<file path="src/rtl/input_conditioner_pkg.sv">
// Shared state encodings and helpers for the input conditioner and the downstream analyser.
package input_conditioner_pkg;

  typedef enum logic [1:0] {
    StLow     = 2'd0,
    StChkHigh = 2'd1,
    StHigh    = 2'd2,
    StChkLow  = 2'd3
  } state_e;

  // A glitch is a check state seeing the synchronised input fall back to the old level.
  function automatic logic is_abort(state_e st, logic s2);
    return ((st == StChkHigh) && !s2) || ((st == StChkLow) && s2);
  endfunction

endpackage

</file>
<file path="src/rtl/input_conditioner_sync2.sv">
// Two-flop synchroniser with synchronous active-high reset to 0; reusable for any async input.
module input_conditioner_sync2 (
  input  logic clk,
  input  logic rst,
  input  logic d,
  output logic q
);

  logic s1;

  always_ff @(posedge clk) begin
    if (rst) begin
      s1 <= 1'b0;
      q  <= 1'b0;
    end else begin
      s1 <= d;
      q  <= s1;
    end
  end

endmodule

</file>
<file path="src/rtl/input_conditioner.sv">
// Synchronises and debounces btn_in into a clean level w, with edge pulses and a glitch counter.
module input_conditioner
  import input_conditioner_pkg::*;
#(
  parameter int unsigned DEBOUNCE_CYCLES = 4,
  parameter int unsigned GLITCH_W        = 4
) (
  input  logic                clk,
  input  logic                rst,
  input  logic                btn_in,
  input  logic                glitch_clr,
  output logic                w,
  output logic                w_rise,
  output logic                w_fall,
  output logic [GLITCH_W-1:0] glitch_cnt
);

  localparam int unsigned CNT_W = $clog2(DEBOUNCE_CYCLES);
  localparam logic [CNT_W-1:0] CNT_LAST = CNT_W'(DEBOUNCE_CYCLES - 1);
  localparam logic [GLITCH_W-1:0] GLITCH_MAX = '1;

  logic             s2;
  logic [CNT_W-1:0] cnt;
  state_e           state;
  logic             glitch;

  input_conditioner_sync2 u_sync (
    .clk (clk),
    .rst (rst),
    .d   (btn_in),
    .q   (s2)
  );

  assign glitch = is_abort(state, s2);

  always_ff @(posedge clk) begin
    if (rst) begin
      state  <= StLow;
      cnt    <= '0;
      w      <= 1'b0;
      w_rise <= 1'b0;
      w_fall <= 1'b0;
    end else begin
      w_rise <= 1'b0;
      w_fall <= 1'b0;
      unique case (state)
        StLow: begin
          if (s2) begin
            state <= StChkHigh;
            cnt   <= '0;
          end
        end
        StChkHigh: begin
          if (!s2) begin
            state <= StLow;
          end else if (cnt == CNT_LAST) begin
            state  <= StHigh;
            w      <= 1'b1;
            w_rise <= 1'b1;
          end else begin
            cnt <= cnt + 1'b1;
          end
        end
        StHigh: begin
          if (!s2) begin
            state <= StChkLow;
            cnt   <= '0;
          end
        end
        StChkLow: begin
          if (s2) begin
            state <= StHigh;
          end else if (cnt == CNT_LAST) begin
            state  <= StLow;
            w      <= 1'b0;
            w_fall <= 1'b1;
          end else begin
            cnt <= cnt + 1'b1;
          end
        end
        default: state <= StLow;
      endcase
    end
  end

  // Clear takes effect first, so a simultaneous glitch leaves the count at one.
  always_ff @(posedge clk) begin
    if (rst) begin
      glitch_cnt <= '0;
    end else if (glitch_clr) begin
      glitch_cnt <= glitch ? GLITCH_W'(1) : '0;
    end else if (glitch && (glitch_cnt != GLITCH_MAX)) begin
      glitch_cnt <= glitch_cnt + 1'b1;
    end
  end

endmodule

</file>
<file path="config.mk">
export PLATFORM = sky130hd
export DESIGN_NAME = input_conditioner
export DESIGN_NICKNAME = d
export VERILOG_FILES = /design/src/rtl/input_conditioner_pkg.sv /design/src/rtl/input_conditioner_sync2.sv /design/src/rtl/input_conditioner.sv
export SDC_FILE = /design/constraint.sdc
export NUM_CORES = 1
export LEC_CHECK = 0
export CORE_AREA = 2 2 39 41
export CTS_CLUSTER_DIAMETER = 150
export DETAILED_ROUTE_END_ITERATION = 7
export DIE_AREA = 0 0 41 43
export GPL_ROUTABILITY_DRIVEN = 0
export GPL_TIMING_DRIVEN = 0
export PLACE_DENSITY = 0.76
export SLEW_MARGIN = 30
export SYNTH_ARGS = -nofsm -noshare
export SYNTH_HDL_FRONTEND = slang
export SYNTH_SLANG_ARGS = --single-unit
export TNS_END_PERCENT = 50
</file>
<file path="constraint.sdc">
create_clock -name clk -period 2.7 [get_ports clk]
set_input_delay 0.54 -clock clk [delete_from_list [all_inputs] [get_ports clk]]
set_output_delay 0.54 -clock clk [all_outputs]
set_load 0.005 [all_outputs]
</file>
======== Yosys cells after proc, flatten, opt, wreduce, memory -nomap -nowiden ========
Cells that the tools add are included.
storage, ports and cells
  output and inout port bits .............. 7
  input port bits ......................... 4
  register bits ........................... 13
  logic and storage cells ................. 61
cells by class
  multiplexer cells ....................... 22
  eq/ne operators ......................... 13
  bitwise gates (word level) .............. 3
  reductions and logical operators ........ 13
  add/sub/neg operators ................... 2
operators by type and width
  cell                 count
  $mux 2               11
  $pmux 2 s4           2
  $mux 4               2
  $ne 2x1->1 const B   4
  $reduce_and 4->1     2
  $eq 2x2->1 const B   3
  $mux 1               6
  $reduce_or 3->1      2
  $reduce_and 5->1     1
  $add 4x1->4 const B  1
  $ne 2x2->1 const B   2
  $ne 4x4->1 const B   1
  $reduce_bool 2->1    2
  $logic_and 1x1->1    3
  $ne 3x1->1 const B   1
  $ne 3x3->1 const B   1
  $not 1->1            3
  $add 2x1->2 const B  1
  $eq 2x1->1 const B   1
  $logic_not 2->1      1
  $pmux 1 s2           1
  $logic_not 1->1      1
  $logic_or 1x1->1     1

======== Depth between registers and ports, before layout ========
  depth in word-level cells ............... 6
  gate-level depth with buffers ........... 4
  gate-level depth less buffers ........... 4

======== Hierarchy ========
A second synthesis with hierarchy kept.
second synthesis, totals
  cell total of the unflattened synthesis .. 67
  area, all modules ....................... 616.8 µm²
modules (own cells, without submodules)
  module                   times used  sequential area each (µm²)  cells an instance  area each (µm²)
  input_conditioner        1           220.2                       63                 564.3
  input_conditioner_sync2  1           40.0                        4                  52.6

======== Least setup slack after synthesis ========
Ideal clock, no wire load.
  path kind ............................... register to register
  start point ............................. register glitch_cnt[0]
  end point ............................... register glitch_cnt[3]
  period minus slack after synthesis ...... 1.325 ns
  slack ................................... 1.375 ns
  required time ........................... 2.628 ns
  buffers on the path ..................... 0
  data arrival time ....................... 1.253 ns
  stages on the path, launching flop included .. 5
  library setup time ...................... 0.072 ns
  path through ............................ dfxtp_1 ha_1 and3_1 nor4bb_1 mux2i_1
between the ends
  cells in the longest elaborated chain, start to end .. 3
  elaborated cells between the ends (all ways) .. 6
  those cells by class .................... add/sub: 1; eq/ne: 1; mux: 2; reduce/logical: 2
ends and longest elaborated chain
  what                                         line                                              RTL
  from (decl)                                  input_conditioner.sv:15                           output logic [GLITCH_W-1:0] glitch_cnt
  from (signal assigned)                       input_conditioner.sv:91                           glitch_cnt <= glitch ? GLITCH_W'(1) : '0;
  from (signal assigned)                       input_conditioner.sv:93                           glitch_cnt <= glitch_cnt + 1'b1;
  $add 4x1->4 or $ne 4x4->1 (tied branches)    input_conditioner.sv:93, input_conditioner.sv:92
  $mux 4 or $logic_and 1x1->1 (tied branches)  input_conditioner.sv:92                           end else if (glitch && (glitch_cnt != GLITCH_MAX)) begin
  $mux 4 or $reduce_bool 2->1 (tied branches)  n/a
Several ways; a longest one is shown, not always the timed one. The select of a mux whose other input is x is not followed.
A chain may end at the register's enable or synchronous reset.

======== Worst setup path after layout ========
  start point ............................. register glitch_cnt[3]
  end point ............................... output glitch_cnt[3]
No word-level cell between the ends.

==> out/results.tsv <==
metric	value	unit
fin crit period	1.77	ns
initial antenna violation count	0	
Max transition margin	0.734	
maximum vdd ir drop	198	uV
Routed Antenna Nets	0	
Critical R2R Capture	glitch_cnt[3]$_SDFFE_PP0P_	
count leader, synth	dfxtp_1	
Layout Utilization	0.511	
Initial Utilization	0.405	
min-delay worst type	register to register	
dominant synthesized flop cell	dfxtp_1	
hold_buf cts	0	
Arrival @ worst endpoint	1.23	ns
crit-path cells	clkdlybuf4s50_1	
Yosys top cell area share	0.464	
Port Buffers	10	
Initial DRC Count	3	
CTS H-tree lvls	1	
Area contributors post-synth	dfxtp_1 (46%), nand2_1 (4.7%), ha_1 (4.5%), a21oi_1 (3.6%), mux2i_1 (3.6%)	
Cell variety after synth	27	
R2R depth	4	
Period Utilization, post-route	0.657	
drt wl/cell	11.0	um
Ant. Diodes	0	
core area	1380	um2
combinational share of power	0.066	
measured slew at the worst slew-check pin	0.393	ns
Routed WL	965	um
sequential fraction of the synthesis area	0.464	
CP Buf/Inv Count	1	
grt ovf	0	
FFs w/ async S/R, synth	0	
Sum Neg Setup Slack	0	ns
Clk pwr share	0.357	
RSZ-0062 raised after global routing	no	
DR vias	466	
Die X	41	um
startpoint types	register	
Leakage	0.000248	uW
critical path endpoint	glitch_cnt[3]	
status	finished, final reports clean	
Longest Clk Path Bufs	2	
EDFF count, synth	0	
#FFs+latches synth	13	
Setup CP Type	register to output pin	
Die ar.	1760	um2
CTS tree	yes	
Int Pwr	265	uW
CP top delay family	buffers and inverters	
crit-path max FO	6	
area grow syn2layout	26.1	%
Skew-Pair Late Insertion Delay	0.28	ns
synth cell count leaders	dfxtp_1 (13), nand2_1 (7), a21oi_1 (4)	
critical path capture point type	output pin	
DRT Pass-1 Iters	4	
clock buffer count from CTS	3	
Setup crit start	glitch_cnt[3]$_SDFFE_PP0P_	
Hold Fails Final Rpt	0	
clk sinks	13	
post-cts sizing count	0	
root buffer cell	clkbuf_4	
Synth area leader	dfxtp_1	
peak per-stage delay on the critical path	0.53	ns
reg-to-reg startpoint	glitch_cnt[0]$_SDFFE_PP0P_	
Crit-path slowest cell	clkdlybuf4s50_1	
first-pass GRT wire length	1570	um
post-CTS setup repair buffer count	0	
synth warn	0	
mapped cell area	561	um2
post-DP HPWL	681	um
Max-Cap Viols	0	
pwr dens	485	nW/um2
number of global-route vias before repair	405	
clk slew on worst S/H paths	0.08	ns
proportion of layout cells with a drive suffix above 1	0.0694	
largest net degree at the start of global routing	11	
Worst Skew	0.00486	ns
fmax	564	MHz
Final #Nets	79	
Chip Height	43	um
setup slack, reg-to-reg	1.20	ns
cell count along the critical path	1	
# rows	14	
post-detailed-route DRC marker count	0	
overall routing resource usage	0.130	
share of power burned in registers	0.577	
switching share of total power	0.226	
max-slew violation count	0	
Setup Viol. Count Final	0	
Avg Synthesized Cell Area	9.66	um2
worst path required time	2.16	ns
Synthesized Nets	64	
Post-Synthesis Cells	58	
Ports	11	
switching power	77.5	uW
Vias per Instance	5.30	
hold path startpoint	u_sync.s1$_SDFF_PP0_	
## per-layer routing
| metal | vias to the layer above | routed length, um | track usage |
|---|---|---|---|
| li1 | 239 | - | - |
| met1 | 212 | 506 | 0.180 |
| met2 | 9 | 397 | 0.175 |
| met3 | 6 | 26 | 0.0157 |
| met4 | 0 | 34 | 0.100 |
| met5 | - | 0 | 0 |
## worst reg2reg max path, cell delays in order, from the launching register on
cell      delay (ns)
dfxtp_1         0.36
ha_1            0.25
and3_1          0.20
nor4bb_1        0.40
mux2i_1         0.23
## sequential cells by signal, indices dropped and copies added, names as in the netlist, named ones only
signal and count:
cnt 2, glitch_cnt 4, state 1, u_sync.q 1
u_sync.s1 1, w 1, w_fall 1, w_rise 1
## area by class of cell
class / instances / area, um2
Tap cell: 16 / 20.0
Fill cell: 129 / 677
Sequential cell: 13 / 260
Timing Repair Buffer: 10 / 100
Multi-Input combinational cell: 42 / 289
Clock buffer: 4 / 26.3
Buffer: 2 / 7.51
Inverter: 1 / 3.75
## worst min path at each step
| stage | end | slack (ns) | cells after the start |
|---|---|---|---|
| 5_1_grt | u_sync.q$_SDFF_PP0_ | 0.48 | 1 |
| 6_report | u_sync.q$_SDFF_PP0_ | 0.44 | 1 |
| 3_5_place_dp | u_sync.q$_SDFF_PP0_ | 0.43 | 1 |
| 4_1_cts | u_sync.q$_SDFF_PP0_ | 0.44 | 1 |
| 2_1_floorplan | u_sync.q$_SDFF_PP0_ | 0.41 | 1 |
| 3_3_place_gp | u_sync.q$_SDFF_PP0_ | 0.42 | 1 |
## power by group through the flow
stage / Sequential, uW / Combinational (uW) / Clock [uW]
2_1_floorplan: 202 / 11.7 / 0
3_3_place_gp: 202 / 22.4 / 0
3_5_place_dp: 202 / 22.7 / 0
4_1_cts: 198 / 22.9 / 123
5_1_grt: 198 / 25.4 / 134
6_report: 198 / 22.6 / 122
## kinds of logic (layout without fill, tap and decap cells)
family                     Yosys count  in the layout  share of synthesized area
AOI/OAI and AO/OA                   12             12                      0.136
xor gates and xnor gates             1              1                     0.0290
adders and majority gates            2              2                     0.0446
buffers and inverters                3             17                     0.0201
DFF                                 13             13                      0.464
muxes                                2              2                     0.0357
and+or+nand+nor                     25             25                      0.270
## per-stage QoR
step	total power (uW)	cell area (um2)	hold slack (ns)	cells	setup slack [ns]
3_5_place_dp	225	681	0.426	84	0.933
2_1_floorplan	214	561	0.414	58	1.38
5_1_grt	357	707	0.482	88	0.872
3_3_place_gp	225	681	0.419	84	0.947
6_report	343	707	0.442	88	0.927
4_1_cts	344	707	0.444	88	0.916
## cell usage in the layout (no fill, tap or decap), drive strengths merged, types with 2 or more instances in the layout
cell / n
dfxtp: 13
nand3b: 2
nor2b: 2
nor4b: 2
nand2: 7
nand3: 2
nor2: 2
mux2i: 2
clkdlybuf4s50: 10
o21ai: 3
a21oi: 4
clkbuf: 6
ha: 2
Power figures use the tool's default switching activity.
